[src/rtl/dig_bcd_converter.sv]
// dig_bcd_converter: captures DIG writes and converts them to packed BCD by shift-and-add-3,
// one bit per clock, with leading-zero mask and a one-deep pending slot for writes while busy.
module dig_bcd_converter #(
    parameter int BIN_W  = 17,
    parameter int DIGITS = 8
) (
    input  logic                  clk,
    input  logic                  rst,
    input  logic                  digcs,
    input  logic                  digwrite,
    input  logic [BIN_W-1:0]      write_data,
    output logic                  busy,
    output logic                  done,
    output logic [4*DIGITS-1:0]   bcd_out,
    output logic [DIGITS-1:0]     digit_en,
    output logic                  bcd_valid
);
    localparam int CW = $clog2(BIN_W + 1);

    typedef enum logic [1:0] {IDLE, SHIFT, DONE} state_t;

    state_t              state, state_nxt;
    logic [BIN_W-1:0]    bin_sr, pend_val, start_val;
    logic [4*DIGITS-1:0] scratch, adj, shifted;
    logic [DIGITS-1:0]   en;
    logic [CW-1:0]       cnt;
    logic                pend_flag, req, start, last;

    assign busy = state == SHIFT;
    assign done = state == DONE;

    always_comb begin
        req       = digcs && digwrite;
        last      = cnt == CW'(1);
        start     = (state == IDLE && req) || (state == DONE && (req || pend_flag));
        start_val = (state == DONE && !req) ? pend_val : write_data;
        state_nxt = start ? SHIFT : state == SHIFT ? (last ? DONE : SHIFT) : IDLE;
        adj       = '0;
        for (int d = 0; d < DIGITS; d++)
            adj[4*d+:4] = scratch[4*d+:4] >= 4'd5 ? scratch[4*d+:4] + 4'd3 : scratch[4*d+:4];
        shifted = {adj[4*DIGITS-2:0], bin_sr[BIN_W-1]};
        // a nonzero digit makes itself and every lower digit significant
        en = '0;
        for (int d = 0; d < DIGITS; d++)
            if (|shifted[4*d+:4]) en = en | DIGITS'((1 << (d + 1)) - 1);
        en[0] = 1'b1;
    end

    always_ff @(posedge clk or negedge rst) begin
        if (!rst) begin
            state     <= IDLE;
            bin_sr    <= '0;
            scratch   <= '0;
            cnt       <= '0;
            pend_val  <= '0;
            pend_flag <= 1'b0;
            bcd_out   <= '0;
            digit_en  <= '0;
            bcd_valid <= 1'b0;
        end else begin
            state <= state_nxt;
            if (start) begin
                bin_sr  <= start_val;
                scratch <= '0;
                cnt     <= CW'(BIN_W);
            end else if (state == SHIFT) begin
                scratch <= shifted;
                bin_sr  <= bin_sr << 1;
                cnt     <= cnt - CW'(1);
                if (last) begin
                    bcd_out   <= shifted;
                    digit_en  <= en;
                    bcd_valid <= 1'b1;
                end
            end
            // a DONE-cycle request is consumed directly by start, so it supersedes the slot
            if (req && state == SHIFT) begin
                pend_val  <= write_data;
                pend_flag <= 1'b1;
            end else if (start) begin
                pend_flag <= 1'b0;
            end
        end
    end
endmodule

[config.mk]
export PLATFORM = sky130hd
export DESIGN_NAME = dig_bcd_converter
export DESIGN_NICKNAME = d
export VERILOG_FILES = /design/src/rtl/dig_bcd_converter.sv
export SDC_FILE = /design/constraint.sdc
export NUM_CORES = 1
export LEC_CHECK = 0
export ABC_CLOCK_PERIOD_IN_PS = 2310
export BUFFER_PORTS_ARGS = -buffer_cell sky130_fd_sc_hd__buf_2
export CAP_MARGIN = 5
export CORE_MARGIN = 4
export CORE_UTILIZATION = 49
export CTS_BUF_LIST = sky130_fd_sc_hd__clkbuf_8
export DETAILED_ROUTE_END_ITERATION = 8
export PLACE_DENSITY = 0.69
export SETUP_SLACK_MARGIN = 0.1
export SYNTH_ARGS = -nofsm -noshare
export SYNTH_HDL_FRONTEND = slang
export SYNTH_SLANG_ARGS = --single-unit
[constraint.sdc]
create_clock -name clk -period 2.31 [get_ports clk]
set_input_delay 0.3465 -clock clk [delete_from_list [all_inputs] [get_ports clk]]
set_output_delay 0.3465 -clock clk [all_outputs]
set_load 0.05 [all_outputs]
==> reports/results.txt <==
The flow ran to the end, and the final reports show no timing, DRC or antenna violations. The logs give 0.42 ns for the source-to-sink clock delay at the later pin of the worst-skew pair and 752 for the final non-filler cell total. The ratio of final minimum period to clock period was 89.5%; the slew at the pin with the worst max-slew slack was 0.590 ns. Data arrives at the worst endpoint at 2.35 ns. From synthesis to final layout, the design area changed by 16.9%. The internal portion of the total power is 5.45 mW.

The run gives 0 as the initial antenna violation count. The clock root buffer master was clkbuf_8. The logs give 4,202 for the via count of the first global-routing pass and 12,900 sq um for the die outline area. The switching power was 4.59 mW; the y dimension of the die was 114 microns.

The average instance in the mapped netlist occupies 10.3 sq um. After detailed routing, the total wire length is 11.2 mm. After synthesis, flip-flops and latches occupy 52.2% of the total area. For the worst supply voltage drop on vdd, the log shows 0.979 mV. Row generation in the floorplan step produced 38 rows.

In the final routed layout, each cell accounts on average for 14.9 microns. The run gives 639 as the post-layout net count. At the end of routability-driven placement, the weighted congestion stood at 0.796. The total via count in the routed design is 4,061, and the power share of the combinational group is 48.4%.

The CTS sink count came out at 114. The cell count after synthesis came out at 530. The all-layer global routing usage is 18.5%.

Net switching is 45.7% of the power. The tools report the post-placement cell count as 717. The leakage power is 3.06 nW.

The post-route cell area is 6390 sq um. In the layout the commonest cells are dfrtp_1 (114), o21ai_0 (86), nand2_1 (66), buf_2 (62), nand3_1 (35). The run gives 5950 sq um as the cell area after placement. Main flop type after synthesis: dfrtp_1. For this configuration, the core starts out at a cell density of 50.2%. The maximum clock skew at final layout was 0.0104 ns.

Synthesis instantiated 39 different standard cells from the library. Summing all multi-input logic gate instances after layout gives 2460 sq um. The worst setup path is captured at a register.

The total power per unit cell area was 1570 nW/um^2; the largest net degree at the start of global routing was 64. The flop and latch count out of synthesis came out at 114. In this run the worst hold path is classified as in2reg.

The tools report the number of buffers added by the clock tree synthesis step as 17. The via count normalized by instance count was 5.40; the first-pass iteration count of the detailed router was 5. The logs give 0 ns for the final-layout setup total negative slack and 484 MHz for the maximum frequency from static timing analysis. For the max-capacitance violation count, the log shows 0. The total area inside the core boundary comes to 10,900 sq um. The tools report the final routed DRC violation total as 0. The highest-delay cell along the critical path was dfrtp_1. Across the whole layout, storage elements account for 2850 sq um.

Diode insertion count for antenna repair: 0. The largest single stage delay on the critical path is 0.42 ns. The critical path class was reg2reg.

Setup repair after global routing left no endpoint under its margin. The library cell used most frequently in the layout, excluding fill and tap cells, is dfrtp_1. The post-route netlist has 24.7% of its cells at a drive strength greater than 1. For this run, the number of Yosys warnings is 0. Traced cell by cell, the critical path runs through inv_1, ha_2, nand2b_1, a21oi_2, mux2i_1, nand3_1, nor4_4, a31oi_1.

The number of buffer cells added on primary ports is 63. When the netlist entered floorplanning its net count stood at 569. Data on the critical path is required at its endpoint by 2.60 ns. For this run, asynchronously set or reset flops after synthesis account for 100%.

TritonCTS built the clock tree. The run gives 16.3% as the clock group share of total power. The hold violation count in the final report is 0, and the clock-pin slew of the registers on the worst-case setup and hold paths is 0.07 ns.

Setup violations remaining at the end of the flow were counted as 0. The worst path needs 2.07 ns of the cycle, external delays included. The number of top-level design ports is 64.

The core utilization of the finished layout is 58.7%. The part of the total power dissipated in sequential elements was 35.3%; the headroom to the max-slew limit was 60.6%. The die outline width was 114 microns.

The number of buffers on the longest clock path was 2; the post-detailed-placement half-perimeter wirelength was 7.82 mm. The number of pins exceeding their max-slew limit in the final report is 0, and the iteration-0 DRC count of the detailed router is 177. Counting flops with a built-in enable in the synthesized netlist gives 0. STA classifies the critical path startpoint as a register. Fill cells in the final layout number 959. The count of H-tree levels built during CTS came out at 4.

The logs give 0 for the number of nets with antenna violations after routing and 5470 sq um for the netlist area before placement. Of all nets on the critical path, the largest fanout is 5. The overall overflow remaining after global route is 0. The global-route wire length before repair came out at 19.4 mm.
critical path: cells and delay by family (launching register included):
family,cells,cell delay (ns)
DFF,1,0.42
muxes,1,0.22
AOI/OAI and AO/OA,2,0.34
buffers and inverters,1,0.13
and+or+nand+nor,3,0.58
adders and majority gates,1,0.24
Yosys cell counts (2+ instances only):
cell type | instances | area (sq um)
dfrtp_1 | 114 | 2850
o21ai_0 | 86 | 430
nand2_1 | 66 | 248
nand3_1 | 36 | 180
a21oi_1 | 23 | 115
mux2i_1 | 21 | 210
inv_1 | 19 | 71.3
ha_1 | 18 | 225
clkbuf_1 | 17 | 63.8
mux2_2 | 16 | 180
a22oi_1 | 15 | 113
nor3b_1 | 14 | 105
nor2_1 | 12 | 45.0
nand2b_1 | 10 | 62.6
xnor2_1 | 10 | 87.6
mux2_4 | 9 | 135
nor3_1 | 8 | 40.0
buf_2 | 6 | 30.0
a31oi_1 | 4 | 25.0
a21o_1 | 2 | 15.0
a21oi_2 | 2 | 17.5
buf_4 | 2 | 15.0
buf_6 | 2 | 22.5
o21ai_1 | 2 | 10.0
xor2_1 | 2 | 17.5
power by group through the flow:
stage | sequential (mW) | combinational (mW) | clock, mW
2_1_floorplan | 4.45 | 2.67 | 0
3_3_place_gp | 3.49 | 4.60 | 0
4_1_cts | 3.52 | 4.79 | 1.67
5_1_grt | 3.67 | 5.37 | 1.77
6_report | 3.54 | 4.86 | 1.64
3_5_place_dp | 3.55 | 4.75 | 0
through the flow:
stage	setup slack [ns]	power, mW	hold slack (ns)
3_5_place_dp	0.0879	8.30	0.369
3_3_place_gp	0.224	8.09	0.365
4_1_cts	0.142	9.99	0.146
2_1_floorplan	0.333	7.12	0.0509
5_1_grt	0.0718	10.8	0.158
6_report	0.243	10.0	0.168
sequential cells by signal (all words and copies together) (netlist names):
register,flops
bcd_out,32
bin_sr,17
cnt,5
digit_en,8
pend_flag,1
pend_val,17
scratch,32
state,2
cells by family (layout without fill, tap and decap cells):
family | after synthesis | in the layout | share of synthesized area [%]
and+or+nand+nor | 156 | 156 | 14.7
AOI/OAI and AO/OA | 136 | 136 | 13.6
DFF | 114 | 114 | 52.2
buffers and inverters | 48 | 130 | 3.87
muxes | 46 | 46 | 9.61
adders and majority gates | 18 | 18 | 4.12
xor gates and xnor gates | 12 | 12 | 1.92
layer usage:
layer	GRT usage, %	routed length [microns]	vias to the layer above
li1	-	-	1993
met5	0	0	-
met3	4.51	607	12
met2	30.6	5540	84
met1	23.4	4930	1972
met4	7.61	136	0
layout make-up:
class                           count  area share, %
Sequential cell                   114           44.6
Timing Repair Buffer               78           7.36
Clock buffer                       23           4.95
Inverter                           21           1.25
Tap cell                          140           2.74
Clock inverter                      8          0.587
Multi-Input combinational cell    368           38.5
final timing paths:
path | from | end | slack [ns] | cells after the start
worst max register to register | scratch[16]$_DFFE_PN0P_ | digit_en[1]$_DFFE_PN0P_ | 0.24 | 8
max in group asynchronous | rst | bcd_out[0]$_DFFE_PN0P_ | 1.26 | 3
worst min register to register | bcd_out[21]$_DFFE_PN0P_ | bcd_out[21]$_DFFE_PN0P_ | 0.47 | 2
min in group asynchronous | rst | scratch[22]$_DFFE_PN0P_ | 0.45 | 2
worst max-delay path | scratch[16]$_DFFE_PN0P_ | digit_en[1]$_DFFE_PN0P_ | 0.24 | 8
worst min-delay path | write_data[5] | pend_val[5]$_DFFE_PN0P_ | 0.17 | 2
what timing repair did:
action                                  CTS  global route
pin swaps                                 0             4
endpoints found under the setup margin    1             4
hold buffers                              1             0
hold endpoints to repair                 38             0
buffers inserted                          0             3
gates resized for setup                   2            10
No activity file was read; power rests on OpenSTA's default activity.
